==> src/rtl/ppu_pixel_fifo_if.sv <==
// Pixel FIFO port bundle: BG row push, sprite row push and pixel output.
//
// Handshake rules: a push (bg_push / sp_push) is accepted in the cycle it is
// high only when its ready (bg_ready / sp_ready) is high in that same cycle.
// A push offered while ready is low is dropped and raises the sticky error
// flag. There is no back-pressure on the pixel side other than px_stall.
// Each px_valid pulse carries one pixel on px_out, one cycle after the pop
// that produced it.
interface ppu_pixel_fifo_if #(
    parameter int PW = 1
);
    logic          bg_push;
    logic [7:0]    bg_lo;
    logic [7:0]    bg_hi;
    logic          bg_ready;
    logic          sp_push;
    logic [7:0]    sp_lo;
    logic [7:0]    sp_hi;
    logic [PW-1:0] sp_pal;
    logic          sp_prio;
    logic          sp_ready;
    logic          px_stall;
    logic [1:0]    px_out;
    logic          px_valid;

    // Fetcher / display side
    modport master (
        output bg_push, bg_lo, bg_hi, sp_push, sp_lo, sp_hi, sp_pal, sp_prio, px_stall,
        input  bg_ready, sp_ready, px_out, px_valid
    );

    // Pixel FIFO side
    modport slave (
        input  bg_push, bg_lo, bg_hi, sp_push, sp_lo, sp_hi, sp_pal, sp_prio, px_stall,
        output bg_ready, sp_ready, px_out, px_valid
    );
endinterface

==> src/rtl/ppu_pixel_fifo.sv <==
// PPU pixel FIFO: position-aligned BG and sprite FIFOs, fine-scroll discard,
// layer mixing through palettes, and per-line pixel sequencing.
module ppu_pixel_fifo #(
    parameter int DEPTH    = 16,
    parameter int OBJ_PALS = 2,
    parameter int LINE_W   = 160,
    localparam int PW = (OBJ_PALS > 1) ? $clog2(OBJ_PALS) : 1,
    localparam int CW = $clog2(DEPTH + 1),
    localparam int AW = $clog2(DEPTH)
) (
    input  logic                  clk,
    input  logic                  rst,
    input  logic                  line_start,
    input  logic [2:0]            discard,
    input  logic [7:0]            bgp,
    input  logic [8*OBJ_PALS-1:0] obp,
    input  logic                  bg_en,
    input  logic                  sp_en,
    ppu_pixel_fifo_if.slave       pix,
    output logic [CW-1:0]         bg_count,
    output logic                  line_done,
    output logic                  ovf,
    output logic [1:0]            fsm_state
);

    typedef enum logic [1:0] {
        S_IDLE    = 2'd0,
        S_DISCARD = 2'd1,
        S_RUN     = 2'd2,
        S_DONE    = 2'd3
    } state_t;

    typedef struct packed {
        logic [1:0]    idx;
        logic [PW-1:0] pal;
        logic          prio;
    } sp_ent_t;

    state_t     state, state_nxt;
    logic [1:0] bg_mem [DEPTH];
    sp_ent_t    sp_mem [DEPTH];
    logic [1:0] bg_nxt [DEPTH];
    sp_ent_t    sp_nxt [DEPTH];
    logic [CW-1:0] cnt_nxt;
    logic [AW-1:0] wr_base;
    logic [2:0] disc_cnt;
    logic [8:0] pix_cnt;

    logic bg_ok, sp_ok, pop, run_pop, bg_acc, sp_acc, err;
    logic [1:0] bi, si, shade;

    assign pix.bg_ready = bg_ok;
    assign pix.sp_ready = sp_ok;
    assign line_done    = (state == S_DONE);
    assign fsm_state    = state;

    // Acceptance and pop qualification from the pre-cycle occupancy
    always_comb begin
        bg_ok   = (bg_count <= CW'(DEPTH - 8));
        sp_ok   = (bg_count >= CW'(8));
        pop     = ((state == S_DISCARD) || (state == S_RUN)) && (bg_count != '0) &&
                  !pix.px_stall && !pix.sp_push && !line_start;
        run_pop = pop && (state == S_RUN);
        bg_acc  = pix.bg_push && bg_ok && !line_start;
        sp_acc  = pix.sp_push && sp_ok && !line_start;
        err     = !line_start && ((pix.bg_push && !bg_ok) || (pix.sp_push && !sp_ok));
    end

    // State register
    always_ff @(posedge clk) begin
        if (rst) state <= S_IDLE;
        else     state <= state_nxt;
    end

    // Next-state: line_start restarts from anywhere; DONE and IDLE wait for it
    always_comb begin
        state_nxt = state;
        if (line_start) begin
            state_nxt = (discard != 3'd0) ? S_DISCARD : S_RUN;
        end else begin
            case (state)
                S_DISCARD: if (pop && disc_cnt == 3'd1) state_nxt = S_RUN;
                S_RUN:     if (run_pop && pix_cnt == 9'(LINE_W - 1)) state_nxt = S_DONE;
                default:   state_nxt = state;
            endcase
        end
    end

    // FIFO next contents: sprite merge at the head, shift on pop, then append
    always_comb begin
        bg_nxt  = bg_mem;
        sp_nxt  = sp_mem;
        cnt_nxt = bg_count;
        wr_base = AW'(bg_count - CW'(pop));
        if (line_start) begin
            for (int i = 0; i < DEPTH; i++) begin
                bg_nxt[i] = 2'd0;
                sp_nxt[i] = '0;
            end
            cnt_nxt = '0;
        end else begin
            if (sp_acc) begin
                for (int i = 0; i < 8; i++) begin
                    if (sp_mem[i].idx == 2'd0 &&
                        {pix.sp_hi[3'(7 - i)], pix.sp_lo[3'(7 - i)]} != 2'd0) begin
                        sp_nxt[i].idx  = {pix.sp_hi[3'(7 - i)], pix.sp_lo[3'(7 - i)]};
                        sp_nxt[i].pal  = pix.sp_pal;
                        sp_nxt[i].prio = pix.sp_prio;
                    end
                end
            end
            if (pop) begin
                for (int i = 0; i < DEPTH - 1; i++) begin
                    bg_nxt[i] = bg_nxt[i + 1];
                    sp_nxt[i] = sp_nxt[i + 1];
                end
                bg_nxt[DEPTH - 1] = 2'd0;
                sp_nxt[DEPTH - 1] = '0;
            end
            if (bg_acc) begin
                for (int i = 0; i < 8; i++) begin
                    bg_nxt[wr_base + AW'(i)] = {pix.bg_hi[3'(7 - i)], pix.bg_lo[3'(7 - i)]};
                    sp_nxt[wr_base + AW'(i)] = '0;
                end
            end
            cnt_nxt = bg_count + (bg_acc ? CW'(8) : CW'(0)) - CW'(pop);
        end
    end

    // Mix the head pixel of both layers into a shade
    always_comb begin
        bi = bg_en ? bg_mem[0] : 2'd0;
        si = sp_en ? sp_mem[0].idx : 2'd0;
        if (si != 2'd0 && !(sp_mem[0].prio && bi != 2'd0))
            shade = obp[{sp_mem[0].pal, si, 1'b0} +: 2];
        else
            shade = bgp[{bi, 1'b0} +: 2];
    end

    // FIFO storage, counters, registered pixel output and sticky error
    always_ff @(posedge clk) begin
        if (rst) begin
            for (int i = 0; i < DEPTH; i++) begin
                bg_mem[i] <= 2'd0;
                sp_mem[i] <= '0;
            end
            bg_count <= '0;
            disc_cnt <= 3'd0;
            pix_cnt  <= 9'd0;
            pix.px_out   <= 2'd0;
            pix.px_valid <= 1'b0;
            ovf      <= 1'b0;
        end else begin
            bg_mem   <= bg_nxt;
            sp_mem   <= sp_nxt;
            bg_count <= cnt_nxt;
            pix.px_valid <= run_pop;
            if (run_pop) pix.px_out <= shade;
            if (err) ovf <= 1'b1;
            if (line_start)
                disc_cnt <= discard;
            else if (pop && state == S_DISCARD)
                disc_cnt <= disc_cnt - 3'd1;
            if (line_start)
                pix_cnt <= 9'd0;
            else if (run_pop)
                pix_cnt <= pix_cnt + 9'd1;
        end
    end

endmodule
==> src/flat_wrapper.sv <==
// flat-port wrapper written by rule: the top's interface ports become plain ports
module ppu_pixel_fifo_flat 
#(
    parameter int DEPTH    = 16,
    parameter int OBJ_PALS = 2,
    parameter int LINE_W   = 160,
    localparam int PW = (OBJ_PALS > 1) ? $clog2(OBJ_PALS) : 1,
    localparam int CW = $clog2(DEPTH + 1),
    localparam int AW = $clog2(DEPTH)
)
  (clk, rst, line_start, discard, bgp, obp, bg_en, sp_en, bg_count, line_done, ovf, fsm_state, pix_bg_push, pix_bg_lo, pix_bg_hi, pix_sp_push, pix_sp_lo, pix_sp_hi, pix_sp_pal, pix_sp_prio, pix_px_stall, pix_bg_ready, pix_sp_ready, pix_px_out, pix_px_valid);
  ppu_pixel_fifo_if pix_i ();
  input  logic clk;
  input  logic rst;
  input  logic line_start;
  input  logic [2:0] discard;
  input  logic [7:0] bgp;
  input  logic [8*OBJ_PALS-1:0] obp;
  input  logic bg_en;
  input  logic sp_en;
  output logic [CW-1:0] bg_count;
  output logic line_done;
  output logic ovf;
  output logic [1:0] fsm_state;
  input wire logic [$bits(pix_i.bg_push)-1:0] pix_bg_push;
  input wire logic [$bits(pix_i.bg_lo)-1:0] pix_bg_lo;
  input wire logic [$bits(pix_i.bg_hi)-1:0] pix_bg_hi;
  input wire logic [$bits(pix_i.sp_push)-1:0] pix_sp_push;
  input wire logic [$bits(pix_i.sp_lo)-1:0] pix_sp_lo;
  input wire logic [$bits(pix_i.sp_hi)-1:0] pix_sp_hi;
  input wire logic [$bits(pix_i.sp_pal)-1:0] pix_sp_pal;
  input wire logic [$bits(pix_i.sp_prio)-1:0] pix_sp_prio;
  input wire logic [$bits(pix_i.px_stall)-1:0] pix_px_stall;
  output wire logic [$bits(pix_i.bg_ready)-1:0] pix_bg_ready;
  output wire logic [$bits(pix_i.sp_ready)-1:0] pix_sp_ready;
  output wire logic [$bits(pix_i.px_out)-1:0] pix_px_out;
  output wire logic [$bits(pix_i.px_valid)-1:0] pix_px_valid;
  assign pix_i.bg_push = pix_bg_push;
  assign pix_i.bg_lo = pix_bg_lo;
  assign pix_i.bg_hi = pix_bg_hi;
  assign pix_i.sp_push = pix_sp_push;
  assign pix_i.sp_lo = pix_sp_lo;
  assign pix_i.sp_hi = pix_sp_hi;
  assign pix_i.sp_pal = pix_sp_pal;
  assign pix_i.sp_prio = pix_sp_prio;
  assign pix_i.px_stall = pix_px_stall;
  assign pix_bg_ready = pix_i.bg_ready;
  assign pix_sp_ready = pix_i.sp_ready;
  assign pix_px_out = pix_i.px_out;
  assign pix_px_valid = pix_i.px_valid;
  ppu_pixel_fifo #(.DEPTH(DEPTH), .OBJ_PALS(OBJ_PALS), .LINE_W(LINE_W)) u_core (.clk(clk), .rst(rst), .line_start(line_start), .discard(discard), .bgp(bgp), .obp(obp), .bg_en(bg_en), .sp_en(sp_en), .pix(pix_i), .bg_count(bg_count), .line_done(line_done), .ovf(ovf), .fsm_state(fsm_state));
endmodule
==> config.mk <==
export PLATFORM = sky130hd
export DESIGN_NAME = ppu_pixel_fifo_flat
export DESIGN_NICKNAME = d
export VERILOG_FILES = /design/src/rtl/ppu_pixel_fifo_if.sv /design/src/rtl/ppu_pixel_fifo.sv /design/src/flat_wrapper.sv
export SDC_FILE = /design/constraint.sdc
export NUM_CORES = 1
export LEC_CHECK = 0
export CORE_UTILIZATION = 50
export CTS_BUF_LIST = sky130_fd_sc_hd__clkbuf_8
export CTS_CLUSTER_SIZE = 25
export DETAILED_ROUTE_END_ITERATION = 6
export HOLD_SLACK_MARGIN = 0.1
export PLACE_DENSITY = 0.74
export SYNTH_ARGS = -nofsm -noshare
export SYNTH_HDL_FRONTEND = slang
export SYNTH_SLANG_ARGS = --single-unit
==> constraint.sdc <==
create_clock -name clk -period 5.1 [get_ports clk]
set_input_delay 0.765 -clock clk [delete_from_list [all_inputs] [get_ports clk]]
set_output_delay 0.765 -clock clk [all_outputs]
set_load 0.005 [all_outputs]
Word-level counts from Yosys, hierarchy flattened --
Index checks and enable logic that the tools add are counted. W data, S select, Z words.
Operators by class: reduce and logical (&&, ||, !) cells 53, bitwise operators 24, add/sub/neg operators 12, equal/unequal tests 7, shift-type cells 2, divide/modulo/power cells 0, order comparisons 18, multiplexer cells 62, multiply operators 0
Operators with widths (count):
- $and A64 B64 Y64 | 8
- $not A64 Y64 | 8
- $bwmux W32 | 8
- $mux W64 | 3
- $demux W4 S4 | 8
- $mux W32 | 3
- $demux W2 S4 | 8
- $mux W4 | 13
- $ge A5 B5 Y1 const B | 8
- $lt A5 B1 Y1 const B | 8
- $not A4 Y5 | 8
- $mux W2 | 15
- $logic_and A1 B1 Y1 | 29
- $add A4 B3 Y4 const B | 4
- $mux W16 | 1
- $shiftx A16 B5 Y2 | 1
- $reduce_bool A2 Y1 | 7
- $add A9 B1 Y9 const B | 1
- $eq A9 B8 Y1 const B | 1
- $add A4 B2 Y4 const B | 2
- $logic_not A2 Y1 | 4
- $shiftx A8 B4 Y2 | 1
- $logic_not A1 Y1 | 6
- $mux W3 | 2
- 18 further kinds | 21
Storage, ports and cells: logic and storage cells 249, memories 0, memory bits (writable) 0, flip-flop bits (word level) 119, memory bits (read-only) 0, output and inout port bits 14, bits in latches 0

Logic depth before layout (Yosys ltp) --
Gate-level depths: netlist of run 1.
depth in word-level cells 22, gate-level depth with buffers 25, gate-level depth less buffers 18

Worst setup path before layout of run 1 --
OpenSTA, ideal clock, no wires.
path kind input port to flip-flop, start input port pix_sp_push, end register u_core.sp_mem[10] (netlist bit), required time 4.966 ns, arrival 4.992 ns, library setup time 0.134 ns, path buffers 7, stages on the path 23, path slack -0.025 ns, cells stage by stage nor3_1 > o21a_1 > nand2b_1 > buf_4 > inv_2 > buf_2 > buf_2 > ha_1 > ha_1 > xor2_2 > inv_2 > clkbuf_1 > clkbuf_1 > ha_1 > clkbuf_1 > or3b_2 > a22oi_1 > nor2_1 > buf_2 > nor2_1 > a211oi_1 > o21ai_0 > nor3_1
On the way: cells in the longest elaborated chain, start to end 19, elaborated cells between the ends (all ways) 78, those cells by class 8 x add/sub; 16 x order compare; 19 x mux; 24 x bitwise; 11 x reduce/logical
Ends and longest elaborated chain:
- start: declaration | line flat_wrapper.sv:28 | input wire logic [$bits(pix_i.sp_push)-1:0] pix_sp_push;
- $logic_not A1 Y1 * | line ppu_pixel_fifo.sv:62 | !pix.px_stall && !pix.sp_push && !line_start;
- $logic_and A1 B1 Y1 * (2 in series) | line ppu_pixel_fifo.sv:62
- $sub A4 B1 Y4 | line ppu_pixel_fifo.sv:94 | wr_base = AW'(bg_count - CW'(pop));
- $add A4 B1 Y4 / $not A4 Y5 (equally long branches) | line ppu_pixel_fifo.sv:123 | sp_nxt[wr_base + AW'(i)] = '0;
- $not A4 Y5 (implied by the code) (tied with other cells) | line ppu_pixel_fifo.sv:123
- $ge A5 B5 Y1 (implied by the code) (tied with other cells) | line ppu_pixel_fifo.sv:123
- $logic_and A1 B1 Y1 (implied by the code) / $mux W4 (equally long branches) | line ppu_pixel_fifo.sv:123
- $mux W4 (implied by the code) / $demux W4 S4 (equally long branches) | line ppu_pixel_fifo.sv:123
- $demux W4 S4 / $not A64 Y64 (equally long branches)
- $not A64 Y64 (no line) / $and A64 B64 Y64 (equally long branches)
- $and A64 B64 Y64 (no line) (7 in series)
- $mux W64 * | line ppu_pixel_fifo.sv:120 | if (bg_acc) begin
- end signal: assignment | line ppu_pixel_fifo.sv:155 | sp_mem <= sp_nxt;
- end: declaration | line ppu_pixel_fifo.sv:41 | sp_ent_t sp_mem [DEPTH];
Every way passes the cells marked *; elsewhere a longest branch is shown, timed or not. The select of a mux whose other input is x is not followed. A chain may end at the register's enable or synchronous reset.

Worst setup path in the final report of run 1 --
start input port pix_sp_push, end register u_core.sp_mem[21] (netlist bit)
The elaborated chain is that of the path after synthesis.

==> out/metrics.cfg, run 1 <==
[finish]
finish.instance_area_mm2 = 0.0101
area_growth_pct = 17.0
design.final.nets = 1298
antennaDiodeCount = 0
share_of_post_route_cells_with_drive_strength_above_1_pct = 11.8

[power]
max-vdd-ir-drop_mv = 0.212
leakage_power_figure_uw = 0.00365
total_power_uw = 2380
power_density_mw_per_mm2 = 236

[global_routing]
grt_pass1_vias = 8964
overflow = 0
antenna_found_initial = 0
gr-usage-all-layers_pct = 39.8
grt_start_max_net_pins = 65
wire_length_of_the_first_global_routing_pass_um = 53400

[logic_synthesis]
main_combinational_cell_family_by_area_after_synthesis = compound AO/OA/AOI/OAI gates
post_synth_num_cell_types = 82
synth_xor_area_share_pct = 4.11
yosys-mux-area-fraction_pct = 5.08
syn-instance-count = 1154
ys.flop_type = sky130_fd_sc_hd__dfxtp_1
synth_simple_gate_area_share_pct = 26.7
synth_area_per_cell_um2 = 7.47
synth-compound-area-share_pct = 27.5
top_post_synthesis_cells_by_area = sky130_fd_sc_hd__dfxtp_1, sky130_fd_sc_hd__nor2_1, sky130_fd_sc_hd__nand2_1
synth_fa_ha_area_share_pct = 3.13
edff_count_synth = 0
synth.ff_latch_count = 119
synth_largest_type_area_fraction_pct = 27.6
synth_top_cell_by_area = sky130_fd_sc_hd__dfxtp_1
synth_seq_area_share_pct = 27.6
synth.yosys.warnings = 0
asyncSetResetFlopFracSynth_pct = 0
syn_area_mm2 = 0.00862
syn_nets = 1244

[floorplanning]
pin_count = 83
die_width_um = 133
placement_rows = 47
initial_standard_cell_utilization_of_the_core_pct = 51.6
die_area_mm2 = 0.0178
placeable_core_area_mm2 = 0.0167
die_h_um = 133

[run]
maxCapViolCount = 0

[sta]
hold_viol_final = 0
rsz0062_at_grt = false
fin_worst_hold_slack_ps = 452
fin_crit_sh_pct = 93.8
timing.final.ws_setup_ps = 318
finalClockSkew_ps = 13.5
timing_worst_slew_pin_value_ps = 945
slew-limit-headroom_pct = 36.3
timing.final.crit_period_ps = 4780
setup_violations = 0
slew_viol_final = 0
clock.fmax_mhz = 209

[worst_hold_path]
min_from = u_core.sp_mem[18]$_SDFF_PP0_
hold_path_class = flip-flop to flip-flop

[detailed_routing]
route.vias.total = 9638
detail-route-antenna-nets = 0
drt-vias-per-instance = 6.69
average_routed_wire_per_standard_cell_um = 24.2
drt_first_iter_violations = 1187
drt_first_pass_iters = 7
detail_route.drc_violations = 2
routed_wl_um = 34900

[run_status]
outcome = finished with violations
failed_checks = design-rule violations

[cts]
cts_hold_repair.buffers = 0
cts_resized = 0
clk-insertion-delay-late_ps = 460
cts_tree = done
clk_path_buf_depth = 2
cts_htree_levels = 4
cts.reportedPaths.clkPinSlew_ps = 80
cts_made_buffers = 17
cts.repair_timing.setup_buffer_count = 0
total_clock_sinks = 119
root_buffer = sky130_fd_sc_hd__clkbuf_8

[placement]
gp_congestion = 1.08
dpl_worst_slack_ps = -134
port_buffers = 63
detailedPlacementHpwl_um = 25000
post_dp_cell_area_mm2 = 0.00965

[critical_path]
worst_setup_path_start_kind = input port
timing.critical_path.cells = clkdlybuf4s50_1, nor3_1, o21a_2, nand2b_1, inv_2, ha_1, ha_1, xor2_2, buf_4, ha_1, nor2_1, and3_1, o21ai_0, o2111ai_1, nor4_1, o21ai_0, buf_4, a21oi_1
worst_ep_required_time_ps = 5480
timing_worst_setup_path_type = input port to flip-flop
worst-endpoint-arrival_ps = 5160
setup.worst_path.start = pix_sp_push
worst_path_most_repeated_cell = sky130_fd_sc_hd__ha_1
worstReg2RegStart = u_core.fsm_state[0]$_SDFFE_PP0P_
critical_path_peak_fanout = 11
delay_of_the_slowest_cell_on_the_worst_path_ps = 640
worst-r2r-setup-slack_ps = 350
endpoint_kind = flip-flop
cpMaxStageDelayCell = sky130_fd_sc_hd__nor4_1

-- cell usage after synthesis (all sizes together) (5+ instances only) --
library cell and count:
xnor2 15, inv 27, a211oi 21, o21ai 51, o221ai 8, nor4 17
o211ai 14, clkbuf 59, nand2 101, o31ai 9, a21oi 72, o2bb2ai 5
a32o 5, a2111oi 10, o22ai 26, xnor3 8, nor3 62, or2 6
nand3b 6, and2 15, o32ai 10, nand3 27, nand2b 16, a22oi 14
mux2i 37, a31oi 12, nor3b 7, a32oi 6, dfxtp 119, nor2b 7
buf 37, a221oi 22, nor2 192, ha 20, a311oi 6, or3 6
and3 10, a21o 6
-- registers in the layout, indices dropped and copies added (netlist names), 2 cells and up --
name / cells
u_core.fsm_state: 2
u_core.sp_mem: 64
u_core.bg_count: 5
u_core.pix.px_out: 2
u_core.disc_cnt: 3
u_core.pix_cnt: 9
u_core.bg_mem: 32
-- final timing paths --
path                                        to  cells after the start
setup / recovery  u_core.sp_mem[21]$_SDFF_PP0_                     18
hold / removal    u_core.sp_mem[22]$_SDFF_PP0_                      2
setup reg to reg  u_core.sp_mem[21]$_SDFF_PP0_                     19
hold reg to reg   u_core.sp_mem[22]$_SDFF_PP0_                      2
-- layout by cell type (no fill, tap or decap), types with 27 or more instances in the layout --
cell / Yosys / final
sky130_fd_sc_hd__mux2i_1: 37 / 37
sky130_fd_sc_hd__nand2_1: 101 / 101
sky130_fd_sc_hd__buf_4: 3 / 68
sky130_fd_sc_hd__nor2_1: 189 / 186
sky130_fd_sc_hd__a21oi_1: 71 / 71
sky130_fd_sc_hd__nor3_1: 62 / 62
sky130_fd_sc_hd__clkdlybuf4s50_1: 0 / 63
sky130_fd_sc_hd__nand3_1: 27 / 27
sky130_fd_sc_hd__dfxtp_1: 119 / 119
sky130_fd_sc_hd__o21ai_0: 48 / 46
-- worst max-delay path, delay by kind of cell --
family	cells	cell delay, ps
adder cells (fa/ha/maj)	3	810
AO/OA/AOI/OAI	5	840
XOR/XNOR	1	280
buffers and inverters	4	980
AND/OR/NAND/NOR	5	1480
-- metal layers --
layer  track usage [%]  wire (um)
met1              53.7      14300
met2              58.6      14700
met3              10.2       4040
met4              20.5       1830
met5                 0          0
-- where the power goes --
part | switching, uW | internal (uW) | total (uW) | leakage (uW)
logic | 291 | 178 | 468 | 0.00248
registers | 11.4 | 944 | 956 | 0.000961
clock network | 449 | 510 | 958 | 0.000214
-- area by class of cell --
cell class                      instances  area [um^2]
Fill cell                            1586         6610
Multi-Input combinational cell        912         5750
Sequential cell                       119         2380
Timing Repair Buffer                  131         1140
Tap cell                              220          275
Clock buffer                           18          248
Clock inverter                         14          186
Inverter                               27          101
-- stage by stage --
step	std cells	util, %	TNS [ps]
2_1_floorplan	1154	-	0
3_3_place_gp	1409	57.8	-129
3_5_place_dp	1409	57.8	-669
4_1_cts	1441	60.4	0
5_1_grt	1441	60.4	0
6_report	1441	60.4	0
-- logic make-up (layout without fill, tap and decap cells) --
group / Yosys count / in the layout
adder cells (fa/ha/maj): 21 / 21
multiplexers: 42 / 42
flip-flops: 119 / 119
XOR/XNOR: 27 / 27
AND/OR/NAND/NOR: 487 / 487
buffers and inverters: 123 / 190
AO/OA/AOI/OAI: 335 / 335
No activity file was read; power rests on OpenSTA's default activity.
==> inputs of run 2 (changes only) <==
--- a/config.mk
+++ b/config.mk
@@ -9,8 +9,9 @@
 export CTS_BUF_LIST = sky130_fd_sc_hd__clkbuf_8
 export CTS_CLUSTER_SIZE = 25
 export DETAILED_ROUTE_END_ITERATION = 6
+export DONT_BUFFER_PORTS = 1
 export HOLD_SLACK_MARGIN = 0.1
-export PLACE_DENSITY = 0.74
+export PLACE_DENSITY = 0.68
 export SYNTH_ARGS = -nofsm -noshare
 export SYNTH_HDL_FRONTEND = slang
 export SYNTH_SLANG_ARGS = --single-unit
==> run 2 against run 1 <==
  * The flow now finishes without violations
  * Cell count down 6.0%
  * Power down 5.4%
  * Non-clock buffer count down 87
  * Setup slack worse by 26 ps
==> out/metrics.cfg, run 2 (synthesis results as in run 1) <==
[cts]
cts.repair_timing.setup_buffer_count = 0
root_buffer = sky130_fd_sc_hd__clkbuf_8
total_clock_sinks = 119
cts_made_buffers = 17
cts_htree_levels = 4
clk_path_buf_depth = 2
cts.reportedPaths.clkPinSlew_ps = 80
cts_tree = done
clk-insertion-delay-late_ps = 460

[detailed_routing]
drt_first_pass_iters = 6
routed_wl_um = 33500
average_routed_wire_per_standard_cell_um = 24.7
drt-vias-per-instance = 6.91
detail-route-antenna-nets = 0
drt_first_iter_violations = 1308
route.vias.total = 9362
detail_route.drc_violations = 0

[floorplanning]
die_h_um = 133
placeable_core_area_mm2 = 0.0167
placement_rows = 47
die_area_mm2 = 0.0178
die_width_um = 133
initial_standard_cell_utilization_of_the_core_pct = 51.6
pin_count = 83

[global_routing]
antenna_found_initial = 1
wire_length_of_the_first_global_routing_pass_um = 50800
gr-usage-all-layers_pct = 37.7
grt_pass1_vias = 8642
overflow = 0
grt_start_max_net_pins = 65

[finish]
post-route-util_pct = 55.4
top_register = u_core.sp_mem
finish.instance_area_mm2 = 0.00925
antennaDiodeCount = 0
biggestRegsByFlops = u_core.sp_mem: 64 flops, u_core.bg_mem: 32 flops, u_core.pix_cnt: 9 flops
layout_commonest_cell = sky130_fd_sc_hd__nor2_1
design.final.nets = 1211
share_of_post_route_cells_with_drive_strength_above_1_pct = 10.8
largest_reg_flops = 64
final_cell_mix = sky130_fd_sc_hd__nor2_1, sky130_fd_sc_hd__dfxtp_1, sky130_fd_sc_hd__nand2_1
area_growth_pct = 7.33

[placement]
detailedPlacementHpwl_um = 23200
gp_congestion = 1.09
port_buffers = 0
post_dp_cell_area_mm2 = 0.00884

[sta]
clock.fmax_mhz = 208
setup-tns-final_ps = 0
rsz0062_at_grt = true
fin_crit_sh_pct = 94.3
finalClockSkew_ps = 27.7
slew-limit-headroom_pct = 27.2
timing_worst_slew_pin_value_ps = 1090
hold_viol_final = 0
timing.final.crit_period_ps = 4810
setup_violations = 0
slew_viol_final = 0

[critical_path]
critical_path_peak_fanout = 15
worst-endpoint-arrival_ps = 5160
timing_worst_setup_path_type = flip-flop to flip-flop
worst_ep_required_time_ps = 5450
endpoint_kind = flip-flop
worst_setup_path_start_kind = flip-flop

[power]
total_power_uw = 2250
max-vdd-ir-drop_mv = 0.172
leakage_power_figure_uw = 0.00329
power_density_mw_per_mm2 = 244

[run]
maxCapViolCount = 0

[worst_hold_path]
hold_path_class = input port to flip-flop

[run_status]
outcome = complete, no violations

==> run 2: changes by cell type in the layout (fill, tap and decap cells not counted), sizes merged <==
cell | before | now
buf | 68 | 44
bufinv | 3 | 2
inv | 34 | 35
clkdlybuf4s50 | 63 | 0
==> run 2: where the power goes <==
group          internal, uW  leakage (uW)  switching [uW]
clock network           460      0.000202             457
logic                   127       0.00213             254
registers               944      0.000961            12.4
total                  1530       0.00329             724
==> run 2: worst paths after layout <==
path,startpoint,to,slack (ps),cells after the start
setup / recovery,u_core.fsm_state[0]$_SDFFE_PP0P_,u_core.sp_mem[50]$_SDFF_PP0_,290,17
hold / removal,rst,u_core.pix.px_out[1]$_SDFFE_PP0P_,380,1
setup reg to reg,u_core.fsm_state[0]$_SDFFE_PP0P_,u_core.sp_mem[50]$_SDFF_PP0_,290,17
hold reg to reg,u_core.sp_mem[19]$_SDFF_PP0_,u_core.sp_mem[23]$_SDFF_PP0_,450,2
==> run 2: repair_timing <==
| action | CTS | global route |
|---|---|---|
| endpoints found under the setup margin | 0 | 16 |
| gates resized for setup | 0 | 4 |
| hold buffers | 0 | 0 |
==> run 2: layer usage <==
layer	routed length, um	vias up	track usage, %
li1	-	4198	-
met1	13600	4341	49.9
met2	13500	660	53.9
met3	4320	161	12.1
met4	2000	2	20.8
met5	13	-	0
==> run 2: critical path, stage by stage, from the launching register on <==
cell and delay [ps]:
sky130_fd_sc_hd__dfxtp_1 420, sky130_fd_sc_hd__inv_1 70, sky130_fd_sc_hd__ha_1 290, sky130_fd_sc_hd__nor3_1 390, sky130_fd_sc_hd__o21a_2 220, sky130_fd_sc_hd__nand2b_1 80, sky130_fd_sc_hd__inv_2 70, sky130_fd_sc_hd__ha_1 180
sky130_fd_sc_hd__ha_1 230, sky130_fd_sc_hd__xor2_2 280, sky130_fd_sc_hd__ha_1 450, sky130_fd_sc_hd__or3b_2 540, sky130_fd_sc_hd__a211oi_1 320, sky130_fd_sc_hd__or2_2 300, sky130_fd_sc_hd__nand2_1 90, sky130_fd_sc_hd__and3_1 230
sky130_fd_sc_hd__and2_1 260, sky130_fd_sc_hd__a2111oi_2 290
==> run 2: final cells by class <==
| class | instances | area [um^2] |
|---|---|---|
| Clock buffer | 18 | 248 |
| Tap cell | 220 | 275 |
| Multi-Input combinational cell | 912 | 5760 |
| Inverter | 27 | 101 |
| Fill cell | 1636 | 7450 |
| Clock inverter | 14 | 159 |
| Sequential cell | 119 | 2380 |
| Timing Repair Buffer | 44 | 330 |
==> run 2: through the flow <==
stage / cells / worst slack (ps) / hold slack, ps
final: 1354 / 292 / 382
after global routing: 1354 / -21.4 / 364
after CTS: 1354 / 272 / 364
after detailed placement: 1322 / 281 / 442
after global placement: 1322 / 321 / 438
after floorplan: 1154 / 4.34 / 431
==> inputs of run 3 (changes only) <==
--- a/config.mk
+++ b/config.mk
@@ -12,6 +12,7 @@
 export DONT_BUFFER_PORTS = 1
 export HOLD_SLACK_MARGIN = 0.1
 export PLACE_DENSITY = 0.68
+export SKIP_LAST_GASP = 1
 export SYNTH_ARGS = -nofsm -noshare
 export SYNTH_HDL_FRONTEND = slang
 export SYNTH_SLANG_ARGS = --single-unit
==> constraint.sdc (replaced) <==
create_clock -name clk -period 5.1 [get_ports clk]
set_input_delay 0.51 -clock clk [delete_from_list [all_inputs] [get_ports clk]]
set_output_delay 0.51 -clock clk [all_outputs]
set_load 0.005 [all_outputs]
==> run 3 against run 2 <==
  * Clock power is 0.4% lower
  * Flip-flop and latch count stayed put
  * Register-to-register slack improved by 30 ps
  * Via count hardly changed
  * First-iteration DRC count is 7.0% lower
  * Sequential power hardly changed
  * Non-clock buffer count decreased by 5
  * Design area hardly changed
  * Core utilization about the same
  * Critical path depth grew 2
  * Combinational power is 2% lower
==> out/metrics.cfg, run 3 (synthesis results as in run 1) <==
[placement]
port_buffers = 0
detailedPlacementHpwl_um = 22500
post_dp_cell_area_mm2 = 0.00880
gp_congestion = 1.05
place_inst = 1316

[power]
leakage_power_figure_uw = 0.00327
max-vdd-ir-drop_mv = 0.166
power_frac_seq_pct = 42.6
pwr-share-comb_pct = 16.7
fraction_of_power_consumed_by_the_clock_network_pct = 40.7
internal_power_uw = 1530
power_density_mw_per_mm2 = 243
power.switching_uw = 714
power.switching_fraction_pct = 31.8

[global_routing]
grt_start_max_net_pins = 65
grt_pass1_vias = 8543
wire_length_of_the_first_global_routing_pass_um = 50000
antenna_found_initial = 0
overflow = 0
gr-usage-all-layers_pct = 36.8

[sta]
clock.fmax_mhz = 209
slew-limit-headroom_pct = 26.8
setup-tns-final_ps = 0
fin_worst_hold_slack_ps = 121
setup_violations = 0
rsz0062_at_grt = false
slew_viol_final = 0
timing.final.crit_period_ps = 4780
timing_worst_slew_pin_value_ps = 1100
fin_crit_sh_pct = 93.8
hold_viol_final = 0
finalClockSkew_ps = 15.0

[finish]
area_growth_pct = 7.27
final_cell_mix = sky130_fd_sc_hd__nor2_1, sky130_fd_sc_hd__dfxtp_1, sky130_fd_sc_hd__nand2_1
finish.instance_area_mm2 = 0.00925
top_register = u_core.sp_mem
biggestRegsByFlops = u_core.sp_mem: 64 flops, u_core.bg_mem: 32 flops, u_core.pix_cnt: 9 flops
antennaDiodeCount = 0
final-instance-count-excl-fill = 1349
design.final.nets = 1206
largest_reg_flops = 64
share_of_post_route_cells_with_drive_strength_above_1_pct = 10.5
layout_commonest_cell = sky130_fd_sc_hd__nor2_1

[cts]
cts_tree = done
cts.repair_timing.setup_buffer_count = 0
clk-insertion-delay-late_ps = 460
root_buffer = sky130_fd_sc_hd__clkbuf_8
cts_htree_levels = 4
cts_made_buffers = 17
total_clock_sinks = 119
clk_path_buf_depth = 2
cts.reportedPaths.clkPinSlew_ps = 80

[critical_path]
critical_path_peak_fanout = 12
worst-endpoint-arrival_ps = 5140
worst-r2r-cell-count = 19
worst_setup_path_start_kind = flip-flop
timing_worst_setup_path_type = flip-flop to flip-flop
worst_ep_required_time_ps = 5450
endpoint_kind = flip-flop

[detailed_routing]
average_routed_wire_per_standard_cell_um = 24.0
detail_route.drc_violations = 0
drt_first_pass_iters = 6
drt_first_iter_violations = 1217
route.vias.total = 9366
routed_wl_um = 32400
drt-vias-per-instance = 6.94
detail-route-antenna-nets = 0

[floorplanning]
die_area_mm2 = 0.0178
placement_rows = 47
placeable_core_area_mm2 = 0.0167
initial_standard_cell_utilization_of_the_core_pct = 51.6
pin_count = 83
die_h_um = 133
die_width_um = 133

[worst_hold_path]
min_delay_path_depth = 1
hold_path_class = input port to flip-flop

[run]
maxCapViolCount = 0

[run_status]
outcome = complete, no violations

[run 3: power groups by stage]
stage | Sequential, uW | Combinational, uW | Clock (uW)
after global routing | 959 | 396 | 975
after floorplan | 975 | 262 | 0
final | 957 | 374 | 913
after CTS | 956 | 358 | 931
after detailed placement | 978 | 356 | 0
after global placement | 978 | 356 | 0
[run 3: worst max-delay path, cell delays in order, from the launching register on]
cell                       delay, ps
sky130_fd_sc_hd__dfxtp_1         420
sky130_fd_sc_hd__inv_1            70
sky130_fd_sc_hd__ha_1            310
sky130_fd_sc_hd__nor3_2          290
sky130_fd_sc_hd__o21a_2          200
sky130_fd_sc_hd__nand2b_1         80
sky130_fd_sc_hd__inv_2            70
sky130_fd_sc_hd__ha_1            190
sky130_fd_sc_hd__ha_1            240
sky130_fd_sc_hd__xor2_2          260
sky130_fd_sc_hd__inv_2           180
sky130_fd_sc_hd__ha_1            310
sky130_fd_sc_hd__or3b_2          480
sky130_fd_sc_hd__a22oi_1         230
sky130_fd_sc_hd__nor2_1          180
sky130_fd_sc_hd__buf_4           220
sky130_fd_sc_hd__o32a_1          170
sky130_fd_sc_hd__o211ai_1        340
sky130_fd_sc_hd__a211oi_1        220
sky130_fd_sc_hd__and2_1          250
[run 3: final timing paths]
kind                                       end  slack [ps]                        startpoint
max reg2reg        u_core.sp_mem[1]$_SDFF_PP0_         320  u_core.fsm_state[0]$_SDFFE_PP0P_
min          u_core.pix.px_out[0]$_SDFFE_PP0P_         120                               rst
max                u_core.sp_mem[1]$_SDFF_PP0_         320  u_core.fsm_state[0]$_SDFFE_PP0P_
min reg2reg       u_core.sp_mem[16]$_SDFF_PP0_         450      u_core.sp_mem[12]$_SDFF_PP0_
[run 3: what timing repair did]
| item | 4_1_cts | 5_1_grt |
|---|---|---|
| hold endpoints to repair | 1 | 0 |
| setup endpoints to repair | 0 | 63 |
| hold buffers | 1 | 0 |
| gates resized for setup | 0 | 8 |
[run 3: routing by layer]
layer	vias to the layer above	routed length [um]	share of wire (%)	track usage, %
met5	-	0	0	0
met4	0	1540	4.7	17.5
met3	148	4150	13	11.4
met2	645	13500	42	53.6
met1	4382	13200	41	49.2
li1	4191	-	-	-
[run 3: through the flow]
step,utilization [%],setup WS [ps],power (uW)
detailed placement,52.7,154,1330
finish,55.4,319,2240
global placement,52.7,274,1330
CTS,55.2,133,2250
global route,55.4,35.1,2330
floorplan,-,31.3,1240
[run 3: area by class of cell]
class | instances | area [um^2]
clock buffers | 18 | 248
fillers | 1660 | 7450
inverters | 27 | 101
clock inverters | 14 | 164
flip-flops and latches | 119 | 2380
repair buffers | 39 | 295
well taps | 220 | 275
multi-input cells | 912 | 5780
